===== src/rtl/hdr_ddr_frame_ctrl_if.sv =====
// Handshake bundle between the HDR engine / serdes and the DDR frame controller.
interface hdr_ddr_frame_ctrl_if;
  logic        i_ddrmode_en;
  logic        i_rnw;
  logic [3:0]  i_word_cnt;
  logic        i_tx_done;
  logic        i_rx_done;
  logic        o_tx_en;
  logic        o_rx_en;
  logic [2:0]  o_tx_mode;
  logic [2:0]  o_rx_mode;
  logic        o_regf_rd_en;
  logic [11:0] o_regf_addr;
  logic [3:0]  o_word_idx;
  logic        o_ddr_mode_done;

  modport slave (
    input  i_ddrmode_en, i_rnw, i_word_cnt, i_tx_done, i_rx_done,
    output o_tx_en, o_rx_en, o_tx_mode, o_rx_mode, o_regf_rd_en,
           o_regf_addr, o_word_idx, o_ddr_mode_done
  );

  modport master (
    output i_ddrmode_en, i_rnw, i_word_cnt, i_tx_done, i_rx_done,
    input  o_tx_en, o_rx_en, o_tx_mode, o_rx_mode, o_regf_rd_en,
           o_regf_addr, o_word_idx, o_ddr_mode_done
  );
endinterface


===== src/rtl/hdr_ddr_frame_ctrl.sv =====
// HDR-DDR frame sequencer: command preamble/word, data preamble/words, CRC, done.
module hdr_ddr_frame_ctrl #(
  parameter logic [11:0] DESC_ADDR = 12'd1000,
  parameter logic [11:0] DATA_BASE = 12'd0
) (
  input  logic                  i_sys_clk,
  input  logic                  i_sys_rst_n,
  hdr_ddr_frame_ctrl_if.slave   bus
);

  typedef enum logic [2:0] {
    IDLE, CMD_PRE, CMD_WORD, DATA_PRE, DATA_WORD, CRC, DONE
  } state_t;

  localparam logic [2:0] MODE_CMD_PRE  = 3'd0;
  localparam logic [2:0] MODE_CMD_WORD = 3'd1;
  localparam logic [2:0] MODE_DATA_PRE = 3'd2;
  localparam logic [2:0] MODE_DATA     = 3'd3;
  localparam logic [2:0] MODE_CRC      = 3'd4;

  state_t      state_q, state_d;
  logic        rnw_q, rnw_d;
  logic [3:0]  cnt_q, cnt_d;
  logic [3:0]  idx_q, idx_d;
  logic        phase_done;

  logic        tx_en_q, tx_en_d;
  logic        rx_en_q, rx_en_d;
  logic [2:0]  tx_mode_q, tx_mode_d;
  logic [2:0]  rx_mode_q, rx_mode_d;
  logic        rd_en_q, rd_en_d;
  logic [11:0] addr_q, addr_d;
  logic        done_q, done_d;

  // Data and CRC phases of a read frame complete on the deserializer pulse.
  always_comb begin
    phase_done = bus.i_tx_done;
    if ((state_q == DATA_WORD || state_q == CRC) && rnw_q)
      phase_done = bus.i_rx_done;
  end

  always_comb begin
    state_d = state_q;
    rnw_d   = rnw_q;
    cnt_d   = cnt_q;
    idx_d   = idx_q;
    case (state_q)
      IDLE: if (bus.i_ddrmode_en) begin
        state_d = CMD_PRE;
        rnw_d   = bus.i_rnw;
        cnt_d   = bus.i_word_cnt;
        idx_d   = 4'd0;
      end
      CMD_PRE:  if (phase_done) state_d = CMD_WORD;
      CMD_WORD: if (phase_done) state_d = (cnt_q != 4'd0) ? DATA_PRE : CRC;
      DATA_PRE: if (phase_done) state_d = DATA_WORD;
      DATA_WORD: if (phase_done) begin
        if (idx_q < cnt_q - 4'd1) idx_d = idx_q + 4'd1;
        else                      state_d = CRC;
      end
      CRC: if (phase_done) begin
        state_d = DONE;
        idx_d   = 4'd0;
      end
      DONE: begin
        state_d = IDLE;
        idx_d   = 4'd0;
      end
      default: state_d = IDLE;
    endcase
    // Enable dropping mid-frame wins over any done pulse in the same cycle.
    if (state_q != IDLE && !bus.i_ddrmode_en) begin
      state_d = IDLE;
      idx_d   = 4'd0;
    end
  end

  // Outputs are decoded from the next state so they register on the entry edge.
  always_comb begin
    tx_en_d   = 1'b0;
    rx_en_d   = 1'b0;
    tx_mode_d = 3'd0;
    rx_mode_d = 3'd0;
    rd_en_d   = 1'b0;
    addr_d    = 12'd0;
    done_d    = 1'b0;
    case (state_d)
      CMD_PRE: begin
        tx_en_d   = 1'b1;
        tx_mode_d = MODE_CMD_PRE;
      end
      CMD_WORD: begin
        tx_en_d   = 1'b1;
        tx_mode_d = MODE_CMD_WORD;
        rd_en_d   = 1'b1;
        addr_d    = DESC_ADDR;
      end
      DATA_PRE: begin
        tx_en_d   = 1'b1;
        tx_mode_d = MODE_DATA_PRE;
      end
      DATA_WORD: begin
        if (rnw_d) begin
          rx_en_d   = 1'b1;
          rx_mode_d = MODE_DATA;
        end else begin
          tx_en_d   = 1'b1;
          tx_mode_d = MODE_DATA;
          rd_en_d   = 1'b1;
          addr_d    = DATA_BASE + {8'd0, idx_d};
        end
      end
      CRC: begin
        if (rnw_d) begin
          rx_en_d   = 1'b1;
          rx_mode_d = MODE_CRC;
        end else begin
          tx_en_d   = 1'b1;
          tx_mode_d = MODE_CRC;
        end
      end
      DONE:    done_d = 1'b1;
      default: ;
    endcase
  end

  always_ff @(posedge i_sys_clk or negedge i_sys_rst_n) begin
    if (!i_sys_rst_n) begin
      state_q   <= IDLE;
      rnw_q     <= 1'b0;
      cnt_q     <= 4'd0;
      idx_q     <= 4'd0;
      tx_en_q   <= 1'b0;
      rx_en_q   <= 1'b0;
      tx_mode_q <= 3'd0;
      rx_mode_q <= 3'd0;
      rd_en_q   <= 1'b0;
      addr_q    <= 12'd0;
      done_q    <= 1'b0;
    end else begin
      state_q   <= state_d;
      rnw_q     <= rnw_d;
      cnt_q     <= cnt_d;
      idx_q     <= idx_d;
      tx_en_q   <= tx_en_d;
      rx_en_q   <= rx_en_d;
      tx_mode_q <= tx_mode_d;
      rx_mode_q <= rx_mode_d;
      rd_en_q   <= rd_en_d;
      addr_q    <= addr_d;
      done_q    <= done_d;
    end
  end

  assign bus.o_tx_en         = tx_en_q;
  assign bus.o_rx_en         = rx_en_q;
  assign bus.o_tx_mode       = tx_mode_q;
  assign bus.o_rx_mode       = rx_mode_q;
  assign bus.o_regf_rd_en    = rd_en_q;
  assign bus.o_regf_addr     = addr_q;
  assign bus.o_word_idx      = idx_q;
  assign bus.o_ddr_mode_done = done_q;

endmodule


===== src/flat_wrapper.sv =====
// flat-port wrapper written by rule: the top's interface ports become plain ports
module hdr_ddr_frame_ctrl_flat 
#(
  parameter logic [11:0] DESC_ADDR = 12'd1000,
  parameter logic [11:0] DATA_BASE = 12'd0
)
  (i_sys_clk, i_sys_rst_n, bus_i_ddrmode_en, bus_i_rnw, bus_i_word_cnt, bus_i_tx_done, bus_i_rx_done, bus_o_tx_en, bus_o_rx_en, bus_o_tx_mode, bus_o_rx_mode, bus_o_regf_rd_en, bus_o_regf_addr, bus_o_word_idx, bus_o_ddr_mode_done);
  hdr_ddr_frame_ctrl_if bus_i ();
  input  logic i_sys_clk;
  input  logic i_sys_rst_n;
  input wire logic [$bits(bus_i.i_ddrmode_en)-1:0] bus_i_ddrmode_en;
  input wire logic [$bits(bus_i.i_rnw)-1:0] bus_i_rnw;
  input wire logic [$bits(bus_i.i_word_cnt)-1:0] bus_i_word_cnt;
  input wire logic [$bits(bus_i.i_tx_done)-1:0] bus_i_tx_done;
  input wire logic [$bits(bus_i.i_rx_done)-1:0] bus_i_rx_done;
  output wire logic [$bits(bus_i.o_tx_en)-1:0] bus_o_tx_en;
  output wire logic [$bits(bus_i.o_rx_en)-1:0] bus_o_rx_en;
  output wire logic [$bits(bus_i.o_tx_mode)-1:0] bus_o_tx_mode;
  output wire logic [$bits(bus_i.o_rx_mode)-1:0] bus_o_rx_mode;
  output wire logic [$bits(bus_i.o_regf_rd_en)-1:0] bus_o_regf_rd_en;
  output wire logic [$bits(bus_i.o_regf_addr)-1:0] bus_o_regf_addr;
  output wire logic [$bits(bus_i.o_word_idx)-1:0] bus_o_word_idx;
  output wire logic [$bits(bus_i.o_ddr_mode_done)-1:0] bus_o_ddr_mode_done;
  assign bus_i.i_ddrmode_en = bus_i_ddrmode_en;
  assign bus_i.i_rnw = bus_i_rnw;
  assign bus_i.i_word_cnt = bus_i_word_cnt;
  assign bus_i.i_tx_done = bus_i_tx_done;
  assign bus_i.i_rx_done = bus_i_rx_done;
  assign bus_o_tx_en = bus_i.o_tx_en;
  assign bus_o_rx_en = bus_i.o_rx_en;
  assign bus_o_tx_mode = bus_i.o_tx_mode;
  assign bus_o_rx_mode = bus_i.o_rx_mode;
  assign bus_o_regf_rd_en = bus_i.o_regf_rd_en;
  assign bus_o_regf_addr = bus_i.o_regf_addr;
  assign bus_o_word_idx = bus_i.o_word_idx;
  assign bus_o_ddr_mode_done = bus_i.o_ddr_mode_done;
  hdr_ddr_frame_ctrl #(.DESC_ADDR(DESC_ADDR), .DATA_BASE(DATA_BASE)) u_core (.i_sys_clk(i_sys_clk), .i_sys_rst_n(i_sys_rst_n), .bus(bus_i));
endmodule

===== config.mk =====
export PLATFORM = sky130hd
export DESIGN_NAME = hdr_ddr_frame_ctrl_flat
export DESIGN_NICKNAME = d
export VERILOG_FILES = /design/src/rtl/hdr_ddr_frame_ctrl_if.sv /design/src/rtl/hdr_ddr_frame_ctrl.sv /design/src/flat_wrapper.sv
export SDC_FILE = /design/constraint.sdc
export NUM_CORES = 1
export LEC_CHECK = 0
export ABC_AREA = 1
export BUFFER_PORTS_ARGS = -buffer_cell sky130_fd_sc_hd__buf_2
export CAP_MARGIN = 5
export CORE_UTILIZATION = 52
export CTS_CLUSTER_SIZE = 24
export DETAILED_ROUTE_END_ITERATION = 8
export HOLD_SLACK_MARGIN = 0.1
export PLACE_DENSITY = 0.78
export SKIP_CTS_REPAIR_TIMING = 1
export SLEW_MARGIN = 40
export SYNTH_ARGS = -nofsm -noshare
export SYNTH_HDL_FRONTEND = slang
export SYNTH_SLANG_ARGS = --single-unit

===== constraint.sdc =====
create_clock -name i_sys_clk -period 2.5 [get_ports i_sys_clk]
set_input_delay 0.125 -clock i_sys_clk [delete_from_list [all_inputs] [get_ports i_sys_clk]]
set_output_delay 0.125 -clock i_sys_clk [all_outputs]
set_load 0.03 [all_outputs]

# --- After elaboration in Yosys (flattened, before gate mapping) ---
# Cells that the tools add are included.
classes:
  addsub: 2
  mul: 0
  div_mod_pow: 0
  magnitude_cmp: 1
  eq_ne: 12
  shift: 0
  muxes: 33
  bitwise_logic: 0
  n_reduce_logical: 10
op_table:
  columns: ["operator", "count"]
  rows:
  - ["3-bit two-way mux", 11]
  - ["4-bit two-way mux", 6]
  - ["12-bit case mux with 2 select lines", 1]
  - ["3-bit == test, second input constant", 6]
  - ["3-bit case mux with 6 select lines", 1]
  - ["4-bit case mux with 4 select lines", 1]
  - ["3-bit by 2-bit == test with 1-bit output, second input constant", 4]
  - ["3-bit case mux with 4 select lines", 1]
  - ["1-bit two-way mux", 7]
  - ["3-bit by 1-bit == test with 1-bit output, second input constant", 2]
  - ["3-bit case mux with 2 select lines", 1]
  - ["4-bit by 1-bit adder with 4-bit output, second input constant", 1]
  - ["4-bit < comparator", 1]
  - ["2-bit two-way mux", 2]
  - ["1-bit case mux with 2 select lines", 2]
  - ["4-bit nonzero test", 1]
  - ["4-bit by 1-bit subtractor with 4-bit output, second input constant", 1]
  - ["3-bit zero test", 1]
  - ["3-bit nonzero test", 1]
  - ["3-bit OR reduction", 1]
  - ["1-bit logical AND", 2]
  - ["2-bit AND reduction", 1]
  - ["2-bit OR reduction", 1]
  - ["1-bit zero test", 1]
  - ["1-bit logical OR", 1]
word_totals:
  regBits: 34
  latch_bits: 0
  ramBits: 0
  mem_bits_ro: 0
  input_bits: 10
  out_inout_bits: 26
  word_cells: 69
  mem_count: 0

# --- Logic depth before layout (Yosys ltp) ---
logic_depth:
  ltp_word: 10
  depth_mapped: 15
  ltp_nobuf: 15

# --- Worst setup path before layout ---
# Ideal clock, no wire load.
synth_timing:
  path_type: "register to register"
  start: "reg u_core.cnt_q[2]"
  end: "reg u_core.tx_en_q (netlist: u_core.bus.o_tx_en)"
  setup_ns: 0.120
  arrival_time_ns: 1.718
  required_ns: 2.380
  path_slack_ns: 0.661
  path_stages_with_launch: 12
  n_path_buf: 0
  synth_period_minus_slack_ns: 1.839
  path_cell_list: "dfrtp_1 nor3_1 xnor2_1 ha_1 a21oi_1 nand2_1 nand3_1 nand2_1 nand2_4 inv_2 o21ai_1 nand2_1"
synth_via:
  elab_chain_len: 9
  word_cells_on_any_way: 17
  classes_between: "add/sub: 1; order compare: 1; eq/ne: 5; mux: 7; reduce/logical: 3"
synth_lines:
  columns: ["element", "line", "source"]
  rows:
  - ["start: declaration", "hdr_ddr_frame_ctrl.sv:23", "logic [3:0] cnt_q, cnt_d;"]
  - ["start signal: assignment", "hdr_ddr_frame_ctrl.sv:143", "cnt_q <= cnt_d;"]
  - ["4-bit by 1-bit subtractor with 4-bit output (*)", "hdr_ddr_frame_ctrl.sv:58", "if (idx_q < cnt_q - 4'd1) idx_d = idx_q + 4'd1;"]
  - ["4-bit < comparator (*)", "hdr_ddr_frame_ctrl.sv:58", null]
  - ["3-bit two-way mux (*)", "hdr_ddr_frame_ctrl.sv:58", null]
  - ["3-bit two-way mux (*)", "hdr_ddr_frame_ctrl.sv:57", "DATA_WORD: if (phase_done) begin"]
  - ["3-bit case mux with 6 select lines (*)", "hdr_ddr_frame_ctrl.sv:47", "case (state_q)"]
  - ["3-bit two-way mux (*)", "hdr_ddr_frame_ctrl.sv:72", "if (state_q != IDLE && !bus.i_ddrmode_en) begin"]
  - ["named net u_core.state_d[0]", "hdr_ddr_frame_ctrl.sv:21", "state_t state_q, state_d;"]
  - ["3-bit by 1-bit == test with 1-bit output, or another cell as far along", "hdr_ddr_frame_ctrl.sv:87", "case (state_d)"]
  - ["3-bit OR reduction (no source line) / 2-bit OR reduction (equally long branches)", null, null]
  - ["1-bit case mux with 2 select lines (*)", "hdr_ddr_frame_ctrl.sv:87", null]
  - ["named net u_core.tx_en_d", "hdr_ddr_frame_ctrl.sv:27", "logic tx_en_q, tx_en_d;"]
  - ["end signal: assignment", "hdr_ddr_frame_ctrl.sv:145", "tx_en_q <= tx_en_d;"]
  - ["end: declaration", "hdr_ddr_frame_ctrl.sv:27", null]
# Mark *: on every way through the listed nets, which the timed path passes. The rest lies on a longest branch.
# A chain may end at the register's enable or synchronous reset.

# --- Worst setup path in the final report ---
# Ends and elaborated chain as after synthesis.

==> results.txt <==
I/O pin total: 36
vias in the first global route: 1126
Filler Cells Inserted: 220
wire length on met1: 1.31 mm
Met2 Routed Length: 1.52 mm
Simple-Gate Fraction of Synth Area: 0.303
cell leakage power: 0.00101 uW
GR Overflow Total: 0
starting density of the core: 0.572
1st-iter DRT viols: 36
peak supply drop: 841 uV
Die Y: 55.4 microns
RSZ-0062 raised after global routing: no
Post-Syn Area: 1480 sq um
Critical Path End Type: flip-flop
metal3 WL: 65 microns
CTS HTree Levels: 1
Final ANT Viol Nets: 0
Via density: 5.06
Pwr Density: 1210 nW/um^2
Clock Latency Late Sink: 0.33 ns
CP Data Required Time: 2.73 ns
number of diodes: 0
# DRC: 0
largest family of logic cells by synthesized area: simple AND/OR/NAND/NOR gates
compound-cell area share of the yosys netlist: 0.0693
sequential share of the synthesized area: 0.439
arrival time at the worst endpoint: 2.33 ns
Max FO, Critical Path: 6
crit path time final: 2.10 ns
Highest Clock Rate: 476 MHz
die width: 55.4 microns
TritonCTS Buffers: 3
mean routed wirelength per cell: 12.5 microns
Synth area leader: dfrtp_1
synthesized area per cell: 8.71 sq um
final period utilization: 0.840
fraction of layout cells with a size suffix above 1: 0.309
Netlist cell types: 31
FP Rows: 18
clk_skew: 0.00853 ns
top sig layer: met4
CTS tree: done
Tightest Pin Transition: 0.566 ns
core area: 2590 sq um
Net count, final: 221
first-pass GRT wire length: 4.91 mm
Die ar.: 3070 sq um
Final Routed Wirelength: 2.94 mm
total global-route track usage: 0.201
mux cell area share after synthesis: 0.0152
DP Wirelength: 2.21 mm
dpl ws: 0.425 ns
post-synthesis adder-cell area fraction: 0.0507
Max Slew Vio Count: 0
first drt pass iteration count: 6
clock tree buffer depth: 2
Ys Warns: 0
Clk pin slew, worst setup/hold paths: 0.14 ns
Max-cap violations: 0
status: finished, final reports clean
routability cong.: 0.825
Synth-to-Final Area Change: 16.2%
PnR worst setup slack: 0.401 ns
final setup vio count: 0
initial antenna violation count: 0
port buffer count: 32
Final Hold Fails: 0
Syn Inst Count: 170
largest net degree at the start of global routing: 27
Worst Hold Class: in -> reg
Crit Path Category: reg -> reg
Rel. slew slack: 0.623
Yosys reg bits: 26
vias: 1184
CTS Sinks: 26
Final TNS setup: 0 ns
Synth area leaders: dfrtp_1 44%, nand2_1 8.1%, ha_1 5.1%, buf_4 4.6%, nand2_4 4.6%
Worst setup SP type: flip-flop
Synth top area share: 0.439
CTS root buffer: clkbuf_4
Synth Area in XOR/XNOR: 0.0118
-- metrics by stage --
step / instance area (sq um) / power (uW) / hold WS [ns] / util / std cells
final: 1720 / 2080 / 0.106 / 0.665 / 234
after global routing: 1720 / 2240 / 0.118 / 0.665 / 234
after CTS: 1670 / 2090 / -0.216 / 0.645 / 229
after detailed placement: 1620 / 1790 / 0.157 / 0.625 / 225
after global placement: 1620 / 1730 / 0.140 / 0.625 / 225
after floorplan: 1490 / 1590 / -0.171 / - / 172
-- synthesized netlist by cell type --
master and number:
nand3_4 1, nand4_1 1, or2_1 1, nand3_1 13, ha_1 6, dfrtp_1 26
nand2_2 2, o21ai_1 8, nor3_1 3, nor4_2 1, xnor2_1 2, mux2_2 2
inv_2 7, inv_4 1, o21ai_2 1, nor2_4 3, nand3b_2 1, a21oi_1 5
nand2_1 32, nand2_4 6, nor3b_1 1, o21bai_1 1, nor2_2 1, buf_4 9
nor4_1 1, o21ai_0 3, nor2_1 13, a31oi_1 1, inv_1 16, nand4_2 1
conb_1 1
-- power breakdown --
part	internal (uW)	switching, uW	total (uW)
Combinational	364	784	1150
Sequential	536	108	644
Clock	162	130	292
Total	1060	1020	2080
-- logic make-up (layout without fill, tap and decap cells) --
family | count (synthesis) | in the layout
AND/OR/NAND/NOR | 81 | 81
buffers and inverters | 33 | 65
flip-flops | 26 | 26
AO/OA/AOI/OAI | 19 | 19
adder cells (fa/ha/maj) | 6 | 6
XOR/XNOR | 2 | 2
multiplexers | 2 | 2
other | 1 | 3
-- area by class of cell --
type,count,area (sq um),area share
inverters,24,92.6,0.0538
flip-flops and latches,26,651,0.378
well taps,30,37.5,0.0218
multi-input cells,113,678,0.394
repair buffers,37,210,0.122
clock buffers,3,22.5,0.0131
clock inverters,1,30.0,0.0174
-- final timing paths --
path	from	to	slack, ns	depth (start not counted)
setup / recovery	u_core.cnt_q[2]$_DFFE_PN0P_	u_core.bus.o_tx_en$_DFF_PN0_	0.40	11
hold reg to reg	u_core.cnt_q[1]$_DFFE_PN0P_	u_core.cnt_q[1]$_DFFE_PN0P_	0.59	2
min in group asynchronous	i_sys_rst_n	u_core.cnt_q[0]$_DFFE_PN0P_	0.30	2
setup reg to reg	u_core.cnt_q[2]$_DFFE_PN0P_	u_core.bus.o_tx_en$_DFF_PN0_	0.40	11
max in group asynchronous	i_sys_rst_n	u_core.bus.o_tx_en$_DFF_PN0_	1.83	2
hold / removal	bus_i_rnw	u_core.rnw_q$_DFF_PN0_	0.11	3
-- cells in the final DEF, fill, tap and decap left out, types with 6 or more instances in the layout --
cell,Yosys,routed
buf_2,0,32
dfrtp_1,26,26
ha_1,6,6
inv_1,16,16
inv_2,7,7
nand2_1,32,32
nand2_4,6,6
nand3_1,13,13
nor2_1,13,13
o21ai_1,8,8
-- state kept, by name (all words and copies together), names as in the netlist --
register,count
u_core.rnw_q,1
u_core.bus.o_tx_en,1
u_core.state_q,3
u_core.bus.o_rx_en,1
u_core.bus.o_rx_mode,2
u_core.bus.o_regf_addr,5
u_core.bus.o_word_idx,4
u_core.bus.o_ddr_mode_done,1
u_core.bus.o_tx_mode,3
u_core.cnt_q,4
u_core.bus.o_regf_rd_en,1
-- critical path, cell delays in order, from the launching register on --
cell     delay (ns)
dfrtp_1        0.44
nor3_1         0.22
xnor2_1        0.16
ha_1           0.28
a21oi_1        0.24
nand2_1        0.11
nand3_1        0.08
nand2_1        0.09
nand2_4        0.12
inv_2          0.06
o21ai_1        0.11
nand2_1        0.06
-- per-layer routing --
layer  vias up  global-route usage
li1        606                   -
met1       556               0.240
met2        18               0.361
met3         4              0.0328
met4         0              0.0750
met5         -                   0
Note: power is estimated with default switching activity, not from simulation.
